<file path="config.mk">
export PLATFORM = sky130hd
export DESIGN_NAME = instr_issue_queue
export DESIGN_NICKNAME = d
export VERILOG_FILES = /design/src/rtl/instr_issue_queue.sv
export SDC_FILE = /design/constraint.sdc
export NUM_CORES = 1
export LEC_CHECK = 0
export CAP_MARGIN = 20
export CORE_MARGIN = 2
export CORE_UTILIZATION = 60
export CTS_BUF_LIST = sky130_fd_sc_hd__clkbuf_4
export CTS_CLUSTER_SIZE = 40
export DETAILED_ROUTE_END_ITERATION = 10
export PLACE_DENSITY_LB_ADDON = 0.15
export SYNTH_ARGS = -nofsm -noshare
export SYNTH_HDL_FRONTEND = slang
export SYNTH_SLANG_ARGS = --single-unit
</file>
<file path="constraint.sdc">
create_clock -name clk -period 9.2 [get_ports clk]
set_input_delay 1.84 -clock clk [delete_from_list [all_inputs] [get_ports clk]]
set_output_delay 1.84 -clock clk [all_outputs]
set_load 0.03 [all_outputs]
</file>
<file path="src/rtl/instr_issue_queue.sv">
// rtl/instr_issue_queue.sv - instruction FIFO that issues one word per clock to the core, with NOP bubbles and completion status
module instr_issue_queue #(
  parameter int          DEPTH    = 8,
  parameter int          ADDR_W   = 3,
  parameter logic [19:0] NOP_WORD = 20'h00000,
  parameter int          CNT_W    = 8
) (
  input  logic             clk,
  input  logic             rst,
  input  logic             wr_en,
  input  logic [19:0]      wr_data,
  input  logic             load_done,
  input  logic             start,
  output logic             full,
  output logic             overflow,
  output logic [19:0]      data,
  output logic             data_valid,
  output logic [CNT_W-1:0] issue_count,
  output logic             busy,
  output logic             done
);

  typedef enum logic [1:0] {
    S_IDLE = 2'd0,
    S_RUN  = 2'd1,
    S_DONE = 2'd2
  } state_t;

  state_t r_state;
  state_t w_state_nxt;

  logic [19:0]       r_mem [DEPTH];
  logic [ADDR_W-1:0] r_wr_ptr;
  logic [ADDR_W-1:0] r_rd_ptr;
  logic [ADDR_W:0]   r_count;
  logic [19:0]       r_data;
  logic              r_data_valid;
  logic [CNT_W-1:0]  r_issue_cnt;
  logic              r_overflow;

  logic w_empty;
  logic w_full;
  logic w_pop;
  logic w_push;
  logic w_clr_cnt;

  assign w_empty   = (r_count == '0);
  assign w_full    = (r_count == (ADDR_W+1)'(DEPTH));
  assign w_pop     = (r_state == S_RUN) && !w_empty;
  // A full queue still takes a write when the head leaves in the same cycle.
  assign w_push    = wr_en && (!w_full || w_pop);
  assign w_clr_cnt = start && (r_state != S_RUN);

  always_ff @(posedge clk) begin
    if (rst) begin
      r_state <= S_IDLE;
    end else begin
      r_state <= w_state_nxt;
    end
  end

  always_comb begin
    w_state_nxt = r_state;
    case (r_state)
      S_IDLE: if (start) w_state_nxt = S_RUN;
      S_RUN:  if (w_empty && load_done) w_state_nxt = S_DONE;
      S_DONE: if (start) w_state_nxt = S_RUN;
      default: w_state_nxt = S_IDLE;
    endcase
  end

  always_ff @(posedge clk) begin
    if (w_push) begin
      r_mem[r_wr_ptr] <= wr_data;
    end
  end

  always_ff @(posedge clk) begin
    if (rst) begin
      r_wr_ptr <= '0;
      r_rd_ptr <= '0;
      r_count  <= '0;
    end else begin
      if (w_push) r_wr_ptr <= r_wr_ptr + ADDR_W'(1);
      if (w_pop)  r_rd_ptr <= r_rd_ptr + ADDR_W'(1);
      case ({w_push, w_pop})
        2'b10:   r_count <= r_count + (ADDR_W+1)'(1);
        2'b01:   r_count <= r_count - (ADDR_W+1)'(1);
        default: r_count <= r_count;
      endcase
    end
  end

  always_ff @(posedge clk) begin
    if (rst) begin
      r_data       <= NOP_WORD;
      r_data_valid <= 1'b0;
      r_issue_cnt  <= '0;
      r_overflow   <= 1'b0;
    end else begin
      if (wr_en && w_full && !w_pop) r_overflow <= 1'b1;
      if (w_pop) begin
        r_data       <= r_mem[r_rd_ptr];
        r_data_valid <= 1'b1;
        r_issue_cnt  <= r_issue_cnt + CNT_W'(1);
      end else begin
        r_data       <= NOP_WORD;
        r_data_valid <= 1'b0;
        if (w_clr_cnt) r_issue_cnt <= '0;
      end
    end
  end

  assign full        = w_full;
  assign overflow    = r_overflow;
  assign data        = r_data;
  assign data_valid  = r_data_valid;
  assign issue_count = r_issue_cnt;
  assign busy        = (r_state == S_RUN);
  assign done        = (r_state == S_DONE);

endmodule

</file>
Yosys cells after proc, flatten, opt, wreduce, memory -nomap -nowiden --
Memory sizes are Yosys's and may differ from the RTL's. A register that Yosys moved wholly into a read port is not among the register bits. Index checks and enable logic that the tools add are counted. Widths: inputs -> output; s select.
Storage, ports and cells: flip-flop bits (word level) 22, latch bits 0, bits in writable memories 160, bits in read-only memories 0, bits of input ports 25, output and inout bits 33, logic and storage cells 48, memories kept 1
Memory list:
- r_mem | words 8, bits a word 20, rd ports 1, clocked after Yosys merged registers in 1, wr ports 1, line 32 | logic [19:0] r_mem [DEPTH];
Operators by class: $add $sub $neg 5, $mul 0, div/mod/pow operators 0, magnitude comparators 0, eq/ne operators 8, shift operators 0, mux-type cells 9, bitwise gates (word level) 1, reduce and logical (&&, ||, !) cells 17
Operators by type and width (number):
- $mux 8 | 2
- $add 8x1->8 const B | 1
- $pmux 4 s2 | 1
- $add 3x1->3 const B | 2
- $logic_and 1x1->1 | 6
- $ne 2x1->1 const B | 3
- $add 4x1->4 const B | 1
- $eq 2x1->1 const B | 2
- $eq 2x2->1 const B | 2
- $eq 4x4->1 const B | 1
- $logic_not 4->1 | 1
- $mux 2 | 2
- $pmux 2 s2 | 1
- $reduce_bool 2->1 | 2
- $reduce_or 2->1 | 2
- $sub 4x1->4 const B | 1
- $logic_not 1->1 | 3
- $mux 1 | 3
- $logic_not 2->1 | 1
- $reduce_and 2->1 | 1
- $logic_or 1x1->1 | 1
- $not 1->1 | 1

Longest topological paths before layout --
Gate-level depths: netlist of the first run.
word-level depth 7, depth in mapped cells 9, mapped depth without buffers 8

Worst setup path before layout of the first run --
Ideal clock, no wire load.
kind input -> register, start point in wr_en, end point mem r_mem[0][0], enable pin, data arrival time 4013 ps, required time 8752 ps, setup slack 4739 ps, cell stages on the path 3, path through clkbuf_8 o21ai_4 nor4_1
Between the ends: word-level cells in the longest chain between the ends 3
RTL lines:
- start, declared | line 10 | input logic wr_en,
- $logic_and 1x1->1 | line 51 | assign w_push = wr_en && (!w_full || w_pop);
- $mux 1 | line 73 | if (w_push) begin
- $mux 1 (not written as such) | line 74 | r_mem[r_wr_ptr] <= wr_data;
- end, declared | line 32
No other way between the ends.

Worst setup path in the final report of the first run --
start point reg r_count[0], end point out full
Between the ends: word-level cells in the longest chain between the ends 1
RTL lines:
- start, declared | line 35 | logic [ADDR_W:0] r_count;
- start signal, assigned | line 87 | 2'b10: r_count <= r_count + (ADDR_W+1)'(1);
- start signal, assigned | line 88 | 2'b01: r_count <= r_count - (ADDR_W+1)'(1);
- start signal, assigned | line 89 | default: r_count <= r_count;
- $eq 4x4->1 | line 48 | assign w_full = (r_count == (ADDR_W+1)'(DEPTH));
- end, declared | line 14 | output logic full,
No other way between the ends.

==> results of run 1 <==
[power by group]
| group | total [mW] | leakage, nW | switching, mW | internal [mW] |
|---|---|---|---|---|
| logic | 0.234 | 0.827 | 0.123 | 0.112 |
| registers | 1.04 | 1.79 | 0.0224 | 1.02 |
| clock network | 0.752 | 0.412 | 0.331 | 0.420 |
| total | 2.03 | 3.03 | 0.477 | 1.55 |
[final cells by class]
type	count	share of cell area (%)
clock buffers	79	6.49
clock inverters	14	0.931
inverters	6	0.246
multi-input cells	185	20.9
flip-flops and latches	202	61.8
well taps	172	2.35
repair buffers	67	7.31
[layout by cell type (no fill, tap or decap), types with 5 or more instances in the layout]
| master | n |
|---|---|
| sky130_fd_sc_hd__edfxtp_1 | 160 |
| sky130_fd_sc_hd__clkinv_1 | 7 |
| sky130_fd_sc_hd__clkdlybuf4s50_1 | 57 |
| sky130_fd_sc_hd__a21oi_1 | 6 |
| sky130_fd_sc_hd__mux2i_1 | 23 |
| sky130_fd_sc_hd__nor2_1 | 34 |
| sky130_fd_sc_hd__buf_4 | 7 |
| sky130_fd_sc_hd__dfxtp_1 | 40 |
| sky130_fd_sc_hd__mux4_2 | 40 |
| sky130_fd_sc_hd__clkinv_2 | 5 |
| sky130_fd_sc_hd__inv_1 | 6 |
| sky130_fd_sc_hd__nand2_1 | 12 |
| sky130_fd_sc_hd__clkbuf_4 | 79 |
| sky130_fd_sc_hd__nor3_1 | 6 |
| sky130_fd_sc_hd__nand3_1 | 7 |
[logic make-up after synthesis]
group	after synthesis	synth area share, %
XOR/XNOR	6	0.685
multiplexers	66	15.2
AO/OA/AOI/OAI	25	2.46
buffers and inverters	26	1.94
adder cells (fa/ha/maj)	4	0.653
flip-flops	202	73.6
AND/OR/NAND/NOR	84	5.47
[worst register-to-register path, stage by stage (launching register included)]
cell and delay [ps]:
sky130_fd_sc_hd__dfxtp_1 300, sky130_fd_sc_hd__nand2b_2 230, sky130_fd_sc_hd__inv_1 420, sky130_fd_sc_hd__o21ai_4 160, sky130_fd_sc_hd__nor3_2 800, sky130_fd_sc_hd__buf_4 360
[flip-flops by register name, indices dropped and copies added (netlist names)]
name / count
r_count: 4
issue_count: 8
r_state: 2
r_wr_ptr: 3
data: 20
r_rd_ptr: 3
data_valid: 1
r_mem: 160
overflow: 1
[worst paths after layout]
| kind | startpoint | cells after the start | end |
|---|---|---|---|
| worst max register to register | r_state[1] | 5 | r_mem[1][6] |
| worst min register to register | overflow | 2 | overflow |
| worst min-delay path | overflow | 2 | overflow |
| worst max-delay path | r_count[0] | 3 | full |
[per-stage QoR]
| stage | std cells | setup WS, ps | power, mW | area (µm²) | hold slack (ps) |
|---|---|---|---|---|---|
| after floorplan | 413 | 4740 | 1.23 | 7670 | 542 |
| after global placement | 629 | 4870 | 1.29 | 8420 | 456 |
| after detailed placement | 632 | 4910 | 1.30 | 8460 | 465 |
| after CTS | 725 | 4960 | 2.05 | 9140 | 488 |
| after global routing | 725 | 4890 | 2.12 | 9140 | 514 |
| final | 725 | 5010 | 2.03 | 9140 | 485 |
[per-layer routing]
layer,wire length (µm),vias up
li1,-,1878
met1,5750,2026
met2,6910,132
met3,779,19
met4,140,0
met5,0,-
==> metrics.txt, run 1 <==
# TYPE chip_impl_metric gauge
chip_impl_metric{name="fmax",unit="MHz"} 239
chip_impl_metric{name="detailedRoute.firstPassIterationCount",unit=""} 5
chip_impl_metric{name="drt_iter0_drcs",unit=""} 270
chip_impl_metric{name="netlist-cell-type-count",unit=""} 47
chip_impl_metric{name="cp.required",unit="ps"} 7360
chip_impl_info{name="cts_tree",value="built"} 1
chip_impl_metric{name="cts_hold_repair.buffers",unit=""} 0
chip_impl_metric{name="met2_usage",unit="%"} 34.8
chip_impl_metric{name="crit_path_max_incr_delay",unit="ps"} 670
chip_impl_metric{name="globalRouteMet3Util",unit="%"} 5.66
chip_impl_metric{name="die_width",unit="µm"} 117
chip_impl_metric{name="die_y",unit="µm"} 117
chip_impl_metric{name="period_minus_slack",unit="ps"} 4190
chip_impl_metric{name="antennaDiodeCount",unit=""} 0
chip_impl_metric{name="synth_area_per_cell",unit="µm²"} 18.6
chip_impl_info{name="synth.area.top_cells",value="sky130_fd_sc_hd__edfxtp_1 (63%), sky130_fd_sc_hd__mux4_2 (12%), sky130_fd_sc_hd__dfxtp_1 (11%)"} 1
chip_impl_metric{name="boundaryPins",unit=""} 58
chip_impl_metric{name="groute.usage.overall",unit="%"} 21.4
chip_impl_metric{name="ir_drop_worst_case_vdd",unit="V"} 0.000131
chip_impl_info{name="synth_top_flop_cell",value="sky130_fd_sc_hd__edfxtp_1"} 1
chip_impl_metric{name="overflow",unit=""} 0
chip_impl_metric{name="drt.antenna.violating_nets",unit=""} 0
chip_impl_metric{name="globalRouteMet1Util",unit="%"} 28.9
chip_impl_metric{name="area.sequential",unit="mm²"} 0.00565
chip_impl_metric{name="netlist_area",unit="mm²"} 0.00767
chip_impl_metric{name="post_synthesis_register_bit_count",unit=""} 202
chip_impl_info{name="clock-root-buffer",value="sky130_fd_sc_hd__clkbuf_4"} 1
chip_impl_metric{name="slew_viol_final",unit=""} 0
chip_impl_metric{name="portBuffers",unit=""} 57
chip_impl_metric{name="setup-tns-final",unit="ps"} 0
chip_impl_metric{name="place.detailed.hpwl",unit="µm"} 8330
chip_impl_metric{name="grt_max_degree",unit=""} 43
chip_impl_metric{name="proportion_of_layout_cells_with_a_drive_suffix_above_1",unit="%"} 28.2
chip_impl_metric{name="vias_per_cell",unit=""} 5.59
chip_impl_metric{name="route.detailed.wl_per_inst",unit="µm"} 18.7
chip_impl_metric{name="clock-sinks",unit=""} 202
chip_impl_metric{name="clock_tree.htree_level_count",unit=""} 2
chip_impl_metric{name="via_count",unit=""} 4055
chip_impl_metric{name="cts_resized",unit=""} 0
chip_impl_info{name="endpoint_kind",value="output port"} 1
chip_impl_metric{name="max_cap_violations",unit=""} 0
chip_impl_metric{name="globalplace.congestion",unit=""} 0.753
chip_impl_info{name="rsz_0062_raised_after_global_routing",value="no"} 1
chip_impl_metric{name="cts_made_buffers",unit=""} 50
chip_impl_info{name="timing_worst_setup_path_type",value="flop to output port"} 1
chip_impl_info{name="synth_top_cells_by_count",value="sky130_fd_sc_hd__edfxtp_1 (160), sky130_fd_sc_hd__dfxtp_1 (42), sky130_fd_sc_hd__mux4_2 (40), sky130_fd_sc_hd__nor2_1 (37), sky130_fd_sc_hd__mux2i_1 (23)"} 1
chip_impl_metric{name="initial_core_util",unit="%"} 61.0
chip_impl_metric{name="final-setup-viol-count",unit=""} 0
chip_impl_metric{name="synth_largest_type_area_fraction",unit="%"} 62.6
chip_impl_metric{name="synth_fp_nets",unit=""} 442
chip_impl_info{name="worstSetupStartpointType",value="flop"} 1
chip_impl_info{name="synthMostInstantiatedCell",value="sky130_fd_sc_hd__edfxtp_1"} 1
chip_impl_metric{name="vias_in_the_first_global_route",unit=""} 4208
chip_impl_metric{name="layout-area-overhead-vs-synth",unit="%"} 19.2
chip_impl_metric{name="synth_edf_count",unit=""} 160
chip_impl_info{name="critPathSlowestCell",value="sky130_fd_sc_hd__clkdlybuf4s50_1"} 1
chip_impl_metric{name="die_area",unit="mm²"} 0.0137
chip_impl_info{name="worst_hold_path_type",value="flop to flop"} 1
chip_impl_metric{name="syn-instance-count",unit=""} 413
chip_impl_metric{name="antenna_found_initial",unit=""} 0
chip_impl_metric{name="core_region_area",unit="mm²"} 0.0126
chip_impl_info{name="busiest_layer",value="met2"} 1
chip_impl_metric{name="cts_setup_buffers",unit=""} 0
chip_impl_metric{name="cellPowerDensity",unit="mW/mm²"} 222
chip_impl_metric{name="clk_path_buf_depth",unit=""} 3
chip_impl_metric{name="final-hold-violation-count",unit=""} 0
chip_impl_metric{name="critical_path.n_buffers_inverters",unit=""} 2
chip_impl_metric{name="headroom_to_the_max_slew_limit",unit="%"} 24.5
chip_impl_metric{name="worst-path-max-fanout",unit=""} 8
chip_impl_metric{name="fin_skew",unit="ps"} 32.3
chip_impl_info{name="cp_cell_sequence",value="or4b_4, inv_1, clkdlybuf4s50_1"} 1
chip_impl_metric{name="area_taken_by_multi_input_logic_gates",unit="mm²"} 0.00191
chip_impl_metric{name="grt_first_pass_wirelength",unit="µm"} 21700
chip_impl_metric{name="nFillCells",unit=""} 767
chip_impl_metric{name="crit_arrival",unit="ps"} 2350
chip_impl_metric{name="wl",unit="µm"} 13600
chip_impl_metric{name="rrSetupSlack",unit="ps"} 6630
chip_impl_metric{name="drcViolationCount",unit=""} 0
chip_impl_metric{name="power.leakage",unit="nW"} 3.03
chip_impl_metric{name="max_slew.worst_pin.slew",unit="ps"} 1130
chip_impl_metric{name="clk_pin_slew_worst_paths",unit="ps"} 70
chip_impl_info{name="synth_top_cell_by_area",value="sky130_fd_sc_hd__edfxtp_1"} 1
chip_impl_metric{name="ys_seq_area_share",unit="%"} 73.6
chip_impl_metric{name="period_share",unit="%"} 45.5
chip_impl_metric{name="final_nets",unit=""} 541
chip_impl_metric{name="worst_skew_pair.late_latency",unit="ps"} 590
chip_impl_metric{name="synth_async_sr_flop_share",unit="%"} 0
chip_impl_metric{name="core.rowCount",unit=""} 41
chip_impl_metric{name="synthesis.yosys.warnings",unit=""} 0
chip_impl_info{name="outcome",value="complete, no violations"} 1
chip_impl_metric{name="final_core_area_utilization",unit="%"} 72.7
chip_impl_info{name="cp_top_family",value="buffers and inverters"} 1
No activity file was read; power rests on OpenSTA's default activity.
==> run 2: changes to the inputs <==
- CORE_UTILIZATION: 60 -> 54
- clock period: 9.2 -> 3.8 ns (I/O delays scaled with it)
==> run 2 against run 1 <==
Global-route usage decreased by 1.3 points. First-iteration DRC count decreased by 17%. Sequential power increased by 140%. Clock-buffer cell count decreased by 2. Register-to-register slack got worse by 5200 ps. Via count increased by 1.4%. Wire length increased by 4.5%. Utilization decreased by 6.6 points. Critical path type unchanged.
==> metrics.txt, run 2 (same netlist as run 1, synthesis figures left out) <==
# TYPE chip_impl_metric gauge
chip_impl_info{name="outcome",value="complete, no violations"} 1
chip_impl_metric{name="clk_path_buf_depth",unit=""} 3
chip_impl_metric{name="grt_first_pass_wirelength",unit="µm"} 22600
chip_impl_metric{name="power.leakage",unit="nW"} 3.05
chip_impl_info{name="worst_hold_path_type",value="flop to flop"} 1
chip_impl_metric{name="max_slew.worst_pin.slew",unit="ps"} 794
chip_impl_metric{name="power_frac_comb",unit="%"} 11.6
chip_impl_metric{name="die_area",unit="mm²"} 0.0152
chip_impl_metric{name="cts_setup_buffers",unit=""} 0
chip_impl_metric{name="ir_drop_worst_case_vdd",unit="V"} 0.000315
chip_impl_metric{name="antenna_found_initial",unit=""} 1
chip_impl_info{name="timing_worst_setup_path_type",value="flop to output port"} 1
chip_impl_metric{name="internal-power",unit="mW"} 3.66
chip_impl_info{name="most-common-layout-cells",value="sky130_fd_sc_hd__edfxtp_1 (160), sky130_fd_sc_hd__clkbuf_4 (77), sky130_fd_sc_hd__clkdlybuf4s50_1 (57)"} 1
chip_impl_metric{name="largest_register_ff_count",unit=""} 160
chip_impl_metric{name="max_cap_violations",unit=""} 0
chip_impl_metric{name="route.detailed.wl_per_inst",unit="µm"} 19.2
chip_impl_metric{name="final-hold-violation-count",unit=""} 0
chip_impl_metric{name="grt_max_degree",unit=""} 43
chip_impl_info{name="rsz_0062_raised_after_global_routing",value="no"} 1
chip_impl_metric{name="seqPwrFrac",unit="%"} 52.4
chip_impl_metric{name="core_region_area",unit="mm²"} 0.0139
chip_impl_metric{name="fmax",unit="MHz"} 316
chip_impl_info{name="endpoint_kind",value="output port"} 1
chip_impl_metric{name="core.rowCount",unit=""} 43
chip_impl_metric{name="globalplace.congestion",unit=""} 0.778
chip_impl_metric{name="boundaryPins",unit=""} 58
chip_impl_metric{name="cts_made_buffers",unit=""} 49
chip_impl_metric{name="period_share",unit="%"} 83.4
chip_impl_metric{name="initial_core_util",unit="%"} 55.3
chip_impl_metric{name="wl",unit="µm"} 14200
chip_impl_metric{name="clock_tree.htree_level_count",unit=""} 2
chip_impl_metric{name="cts_hold_repair.buffers",unit=""} 0
chip_impl_metric{name="worst_skew_pair.late_latency",unit="ps"} 630
chip_impl_metric{name="via_count",unit=""} 4113
chip_impl_metric{name="sw_frac_of_total",unit="%"} 24.3
chip_impl_metric{name="layout-area-overhead-vs-synth",unit="%"} 19.6
chip_impl_metric{name="cellPowerDensity",unit="mW/mm²"} 527
chip_impl_info{name="worstSetupStartpointType",value="flop"} 1
chip_impl_metric{name="setup-tns-final",unit="ps"} 0
chip_impl_metric{name="power_switching",unit="mW"} 1.17
chip_impl_metric{name="drt_iter0_drcs",unit=""} 223
chip_impl_info{name="register_with_the_highest_flop_count",value="r_mem"} 1
chip_impl_metric{name="portBuffers",unit=""} 57
chip_impl_metric{name="drcViolationCount",unit=""} 0
chip_impl_metric{name="place_ws",unit="ps"} 810
chip_impl_metric{name="place.detailed.hpwl",unit="µm"} 8030
chip_impl_info{name="clock-root-buffer",value="sky130_fd_sc_hd__clkbuf_4"} 1
chip_impl_metric{name="slew_viol_final",unit=""} 0
chip_impl_metric{name="die_y",unit="µm"} 123
chip_impl_metric{name="final_nets",unit=""} 548
chip_impl_metric{name="dpl.cell_count",unit=""} 647
chip_impl_metric{name="vias_per_cell",unit=""} 5.55
chip_impl_metric{name="share_clk_of_total_power",unit="%"} 36.0
chip_impl_metric{name="cp.required",unit="ps"} 3040
chip_impl_metric{name="crit_arrival",unit="ps"} 2410
chip_impl_metric{name="clk_pin_slew_worst_paths",unit="ps"} 70
chip_impl_metric{name="vias_in_the_first_global_route",unit=""} 4352
chip_impl_metric{name="period_minus_slack",unit="ps"} 3170
chip_impl_metric{name="cts_resized",unit=""} 0
chip_impl_metric{name="clock-sinks",unit=""} 202
chip_impl_metric{name="setup_ws",unit="ps"} 631
chip_impl_metric{name="overflow",unit=""} 0
chip_impl_metric{name="detailedRoute.firstPassIterationCount",unit=""} 4
chip_impl_metric{name="finish.cell_count_without_fillers",unit=""} 741
chip_impl_metric{name="final-setup-viol-count",unit=""} 0
chip_impl_info{name="cts_tree",value="built"} 1
chip_impl_metric{name="die_width",unit="µm"} 123
chip_impl_metric{name="proportion_of_layout_cells_with_a_drive_suffix_above_1",unit="%"} 28.0
chip_impl_metric{name="groute.usage.overall",unit="%"} 20.1
chip_impl_metric{name="headroom_to_the_max_slew_limit",unit="%"} 47.0
chip_impl_metric{name="fin_skew",unit="ps"} 26.2
chip_impl_info{name="most_common_library_cell_in_the_layout_ignoring_fill_and_taps",value="sky130_fd_sc_hd__edfxtp_1"} 1
chip_impl_metric{name="worst-path-max-fanout",unit=""} 6
chip_impl_metric{name="drt.antenna.violating_nets",unit=""} 0
==> run 2: changes by cell type in the layout (fill, tap and decap cells not counted), moves of 2 or more <==
cell and change:
sky130_fd_sc_hd__buf_8 -3, sky130_fd_sc_hd__clkbuf_4 -2, sky130_fd_sc_hd__clkinv_2 -4, sky130_fd_sc_hd__buf_12 +2, sky130_fd_sc_hd__buf_4 +9, sky130_fd_sc_hd__clkinv_1 +6
==> run 2: path summary, 6_finish.rpt <==
kind                endpoint  slack, ps  cells after the start        from
setup / recovery        full        630                      3  r_count[3]
hold / removal      overflow        510                      2    overflow
setup reg to reg  r_count[2]       1480                      8  r_count[0]
hold reg to reg     overflow        510                      2    overflow
==> run 2: cell type report <==
class	count	area, µm²
Sequential cell	202	5650
Multi-Input combinational cell	185	1910
Timing Repair Buffer	75	731
Antenna cell	1	2.50
Inverter	6	22.5
Clock inverter	15	57.6
Clock buffer	77	578
Fill cell	998	4710
Tap cell	180	225
==> run 2: worst max-delay path, cell delays in order (launching register included) <==
cell and delay [ps]:
sky130_fd_sc_hd__dfxtp_1 470, sky130_fd_sc_hd__or4b_4 540, sky130_fd_sc_hd__inv_1 100, sky130_fd_sc_hd__clkdlybuf4s50_1 670
==> run 2: power by group through the flow <==
stage | clock (mW) | combinational (mW) | sequential (mW)
2_1_floorplan | 0 | 0.403 | 2.57
3_3_place_gp | 0 | 0.550 | 2.58
3_5_place_dp | 0 | 0.564 | 2.59
4_1_cts | 1.80 | 0.564 | 2.54
5_1_grt | 1.93 | 0.612 | 2.55
6_report | 1.74 | 0.561 | 2.54
==> run 2: stage by stage <==
stage / total power, mW / cell area [µm²] / utilization (%) / hold WS [ps]
after floorplan: 2.98 / 7670 / - / 542
after global placement: 3.13 / 8520 / 61.3 / 461
after detailed placement: 3.15 / 8520 / 61.3 / 488
after CTS: 4.91 / 9150 / 65.9 / 515
after global routing: 5.09 / 9170 / 66.1 / 555
final: 4.84 / 9170 / 66.1 / 505
==> run 2: routing by layer <==
metal  GRT usage, %  vias to the layer above  part of all wire, %
met4           6.25                        0                  1.2
met1           26.0                     2097                   43
met2           33.1                      113                   50
met5              0                        -                    0
met3           6.00                       15                  5.7
li1               -                     1888                    -
